--- config.mk ---
export PLATFORM = sky130hd
export DESIGN_NAME = pe_link_endpoint
export DESIGN_NICKNAME = d
export VERILOG_FILES = /design/src/rtl/pe_types.sv /design/src/rtl/pe_sa_fifo.sv /design/src/rtl/pe_link_endpoint.sv
export SDC_FILE = /design/constraint.sdc
export NUM_CORES = 1
export LEC_CHECK = 0
export CAP_MARGIN = 20
export CORE_AREA = 2 2 173 175
export DETAILED_ROUTE_END_ITERATION = 6
export DIE_AREA = 0 0 175 177
export MAX_ROUTING_LAYER = met4
export PLACE_DENSITY_LB_ADDON = 0.25
export SLEW_MARGIN = 20
export SYNTH_ARGS = -nofsm -noshare
export SYNTH_HDL_FRONTEND = slang
export SYNTH_HIERARCHICAL = 1
export SYNTH_SLANG_ARGS = --single-unit
--- constraint.sdc ---
create_clock -name clk -period 5.38 [get_ports clk]
set_input_delay 0.538 -clock clk [delete_from_list [all_inputs] [get_ports clk]]
set_output_delay 0.538 -clock clk [all_outputs]
set_load 0.05 [all_outputs]
--- src/rtl/pe_types.sv ---
// rtl/pe_types.sv - shared packet type for mesh/smem lane endpoints
package pe_types;

    localparam int PACKET_W = 32;

    typedef logic [PACKET_W-1:0] packet_t;

endpackage

--- src/rtl/pe_sa_fifo.sv ---
// rtl/pe_sa_fifo.sv - show-ahead FIFO with registered occupancy and reject pulses
module pe_sa_fifo
    import pe_types::*;
#(
    parameter int DEPTH = 4
) (
    input  logic    clk,
    input  logic    rst,
    input  logic    i_push,
    input  packet_t i_wdata,
    output logic    o_full,
    input  logic    i_pop,
    output packet_t o_rdata,
    output logic    o_empty,
    output logic    o_push_rej,
    output logic    o_pop_rej
);

    localparam int AW = $clog2(DEPTH);
    localparam logic [AW:0] FULL_CNT = (AW+1)'(DEPTH);
    localparam logic [AW:0] ONE_CNT  = (AW+1)'(1);
    localparam logic [AW-1:0] ONE_PTR = AW'(1);

    packet_t        r_mem [DEPTH];
    logic [AW-1:0]  r_wr_ptr;
    logic [AW-1:0]  r_rd_ptr;
    logic [AW:0]    r_count;

    logic w_push_ok;
    logic w_pop_ok;

    assign o_full     = (r_count == FULL_CNT);
    assign o_empty    = (r_count == '0);
    // Rejects are judged on the status at the start of the cycle, so a pop
    // never frees room for a same-cycle push and a push never feeds a pop.
    assign w_push_ok  = i_push && !o_full;
    assign w_pop_ok   = i_pop && !o_empty;
    assign o_push_rej = i_push && o_full;
    assign o_pop_rej  = i_pop && o_empty;
    assign o_rdata    = o_empty ? '0 : r_mem[r_rd_ptr];

    always_ff @(posedge clk) begin
        if (w_push_ok) begin
            r_mem[r_wr_ptr] <= i_wdata;
        end
    end

    always_ff @(posedge clk) begin
        if (rst) begin
            r_wr_ptr <= '0;
            r_rd_ptr <= '0;
            r_count  <= '0;
        end else begin
            if (w_push_ok) begin
                r_wr_ptr <= r_wr_ptr + ONE_PTR;
            end
            if (w_pop_ok) begin
                r_rd_ptr <= r_rd_ptr + ONE_PTR;
            end
            case ({w_push_ok, w_pop_ok})
                2'b10:   r_count <= r_count + ONE_CNT;
                2'b01:   r_count <= r_count - ONE_CNT;
                default: r_count <= r_count;
            endcase
        end
    end

endmodule

--- src/rtl/pe_link_endpoint.sv ---
// rtl/pe_link_endpoint.sv - host-side endpoint for one mesh/smem edge link lane
module pe_link_endpoint
    import pe_types::*;
#(
    parameter int TX_DEPTH = 4,
    parameter int RX_DEPTH = 4,
    parameter int CNT_W    = 16
) (
    input  logic             clk,
    input  logic             rst,
    input  logic             host_tx_push,
    input  packet_t          host_tx_wdata,
    output logic             host_tx_full,
    input  logic             link_tx_deq,
    output logic             link_tx_empty,
    output packet_t          link_tx_rdata,
    output logic             link_rx_deq,
    input  logic             link_rx_empty,
    input  packet_t          link_rx_rdata,
    input  logic             host_rx_pop,
    output logic             host_rx_empty,
    output packet_t          host_rx_rdata,
    output logic [CNT_W-1:0] tx_count,
    output logic [CNT_W-1:0] rx_count,
    output logic             err_tx_ovf,
    output logic             err_rx_udf
);

    logic w_tx_full;
    logic w_tx_empty;
    logic w_tx_push_rej;
    logic w_tx_pop_rej;
    logic w_rx_full;
    logic w_rx_empty;
    logic w_rx_push_rej;
    logic w_rx_pop_rej;
    logic w_tx_xfer;
    logic w_rx_xfer;
    logic w_unused_rej;

    logic [CNT_W-1:0] r_tx_count;
    logic [CNT_W-1:0] r_rx_count;
    logic             r_err_tx_ovf;
    logic             r_err_rx_udf;

    // A mesh pop while nothing is offered is a legal no-op, and the RX push is
    // already gated by !full, so neither of these rejects is an error.
    assign w_unused_rej = w_tx_pop_rej | w_rx_push_rej;

    assign w_tx_xfer = link_tx_deq && !w_tx_empty;
    assign w_rx_xfer = !link_rx_empty && !w_rx_full;

    pe_sa_fifo #(
        .DEPTH (TX_DEPTH)
    ) u_tx_fifo (
        .clk        (clk),
        .rst        (rst),
        .i_push     (host_tx_push),
        .i_wdata    (host_tx_wdata),
        .o_full     (w_tx_full),
        .i_pop      (link_tx_deq),
        .o_rdata    (link_tx_rdata),
        .o_empty    (w_tx_empty),
        .o_push_rej (w_tx_push_rej),
        .o_pop_rej  (w_tx_pop_rej)
    );

    pe_sa_fifo #(
        .DEPTH (RX_DEPTH)
    ) u_rx_fifo (
        .clk        (clk),
        .rst        (rst),
        .i_push     (w_rx_xfer),
        .i_wdata    (link_rx_rdata),
        .o_full     (w_rx_full),
        .i_pop      (host_rx_pop),
        .o_rdata    (host_rx_rdata),
        .o_empty    (w_rx_empty),
        .o_push_rej (w_rx_push_rej),
        .o_pop_rej  (w_rx_pop_rej)
    );

    always_ff @(posedge clk) begin
        if (rst) begin
            r_tx_count   <= '0;
            r_rx_count   <= '0;
            r_err_tx_ovf <= 1'b0;
            r_err_rx_udf <= 1'b0;
        end else begin
            if (w_tx_xfer) begin
                r_tx_count <= r_tx_count + CNT_W'(1);
            end
            if (w_rx_xfer) begin
                r_rx_count <= r_rx_count + CNT_W'(1);
            end
            r_err_tx_ovf <= r_err_tx_ovf | w_tx_push_rej;
            r_err_rx_udf <= r_err_rx_udf | w_rx_pop_rej;
        end
    end

    assign host_tx_full  = w_tx_full;
    assign link_tx_empty = w_tx_empty;
    assign link_rx_deq   = !w_rx_full;
    assign host_rx_empty = w_rx_empty;
    assign tx_count      = r_tx_count;
    assign rx_count      = r_rx_count;
    assign err_tx_ovf    = r_err_tx_ovf;
    assign err_rx_udf    = r_err_rx_udf;

endmodule

==> results.json <==
{
  "grt_pass1_wl_um": 37300,
  "powerDensity_mw_per_mm2": 532,
  "hold_violations": 0,
  "skew_ns": 0.0151,
  "crit_path_max_incr_delay_ns": 0.81,
  "h-tree-depth": 2,
  "ys_warn_count": 6,
  "fin_crit_sh": 0.703,
  "start_util": 0.430,
  "cts_tree": "done",
  "die_h_um": 177,
  "grt-ovfl-total": 0,
  "gp_congestion": 0.728,
  "rsz0062_at_grt": "no",
  "crit_fanout": 20,
  "slew_viol_final": 0,
  "drc": 0,
  "drv_cap": 0,
  "coreArea_mm2": 0.0292,
  "layout_common_cells": "edfxtp_1, clkdlybuf4s50_1, mux4_2",
  "drive_above_1_share": 0.191,
  "timing.final.crit_period_ns": 3.78,
  "holdBufCountCts": 0,
  "worstSkewPairLatency_ns": 0.51,
  "fillers": 2375,
  "ff_latch_area_mm2": 0.00873,
  "path_cells": "buf_4 > mux4_1 > nor2b_1 > clkdlybuf4s50_1",
  "nets": 963,
  "syn_area_mm2": 0.0126,
  "slew_headroom": 0.303,
  "outcome": "complete, no violations",
  "end_kind": "primary output",
  "fin_setup_tns_ns": 0,
  "worstReg2RegStart": "u_rx_fifo/r_count[2]",
  "io_pins": 172,
  "worst-path-buf-inv": 2,
  "grt_max_degree": 55,
  "setup_violations": 0,
  "grt_pass1_vias": 6648,
  "timing.rr.end": "u_rx_fifo/r_count[2]",
  "crit_required_ns": 4.84,
  "leakagePower_nw": 5.16,
  "dp_cells": 1233,
  "postRouteAntennaNets": 0,
  "track_usage": 0.160,
  "antenna_found_initial": 2,
  "die_area_mm2": 0.0310,
  "cts_root_buffer": "clkbuf_16",
  "crit_family": "buffers and inverters",
  "min_path_type": "flip-flop to flip-flop",
  "hold-path-endpoint": "err_rx_udf",
  "avgSynthCellArea_um2": 18.4,
  "syn2layout_area_growth_pct": 24.4,
  "min_path_cells": 2,
  "drtIter0Drc": 354,
  "peakVddDrop_mv": 0.409,
  "cp.arrival_ns": 3.24,
  "vias_per_cell": 4.99,
  "cp_slowest_cell": "dfxtp_2",
  "reg2reg_slack_ns": 2.75,
  "fmax_mhz": 264,
  "drt_pre_antenna_iters": 5,
  "routedWlPerCell_um": 18.2,
  "final_common_cell": "edfxtp_1",
  "netlist_instances": 683,
  "clk_pin_slew_ns": 0.06,
  "reg2reg_depth": 11,
  "stdcell_count": 1297,
  "post_cts_buffers": 0,
  "routed_wl_um": 23700,
  "critPathKind": "flip-flop to primary output",
  "synthesis.nets": 767,
  "vias": 6468,
  "cts_made_buffers": 34,
  "clock_path_buffers": 3,
  "cts_sinks": 308,
  "start_kind": "flip-flop",
  "tightestPinTransition_ns": 1.04,
  "multiInputGateArea_mm2": 0.00351,
  "io_buffers": 171,
  "cts_resized": 0,
  "min_from": "err_rx_udf",
  "row_count": 63,
  "die_w_um": 175,
  "hpwlAfterDp_um": 14300
}
## worst reg2reg max path, delay by kind of cell (launching register included)
kind	cells	cell delay (ns)
and+or+nand+nor	4	1.03
DFF	1	0.42
buffers and inverters	3	0.27
xor gates and xnor gates	1	0.16
AOI/OAI and AO/OA	1	0.14
adders and majority gates	2	0.55
## registers in the layout, indices dropped and copies added, names as in the netlist, 3 cells and up, named ones only
name	count
u_rx_fifo/r_mem	128
u_tx_fifo/r_mem	128
rx_count	16
tx_count	16
u_rx_fifo/r_count	3
u_tx_fifo/r_count	3
## cell type report
class                      count  share of cell area
clock inverter                18             0.00839
clock buffer                  44              0.0568
timing repair buffer         186               0.116
multi-input combinational    327               0.224
tap                          390              0.0312
sequential                   308               0.558
inverter                      22             0.00528
antenna                        2            0.000320
## worst max path at each step
| stage | cells after the start | to | slack, ns |
|---|---|---|---|
| after floorplan | 9 | u_tx_fifo/r_count[2] | 2.69 |
| final | 4 | link_tx_rdata[0] | 1.60 |
| after global routing | 4 | link_tx_rdata[31] | 1.39 |
| after detailed placement | 4 | link_tx_rdata[31] | 2.06 |
| after global placement | 4 | link_tx_rdata[0] | 2.08 |
| after CTS | 4 | link_tx_rdata[31] | 1.48 |
## report_power, final
group | switching, mW | internal (mW)
logic | 1.90 | 1.28
clock network | 0.891 | 1.22
registers | 0.183 | 2.86
## per-stage QoR
stage          hold slack [ns]  utilization  area [µm²]  total power, mW  setup slack [ns]
4_1_cts                  0.473        0.535       15600             8.47              1.48
2_1_floorplan            0.459            -       12600             5.51              2.69
3_3_place_gp             0.447        0.500       14600             6.30              2.08
5_1_grt                  0.512        0.535       15700             8.72              1.39
6_report                 0.468        0.535       15700             8.33              1.60
3_5_place_dp             0.462        0.500       14600             6.32              2.06
## layer usage
metal  part of all wire  GRT usage
met3              0.065     0.0451
met4              0.018     0.0424
met1               0.44      0.203
met5                  0          -
met2               0.48      0.255
Note: power is estimated with default switching activity, not from simulation.
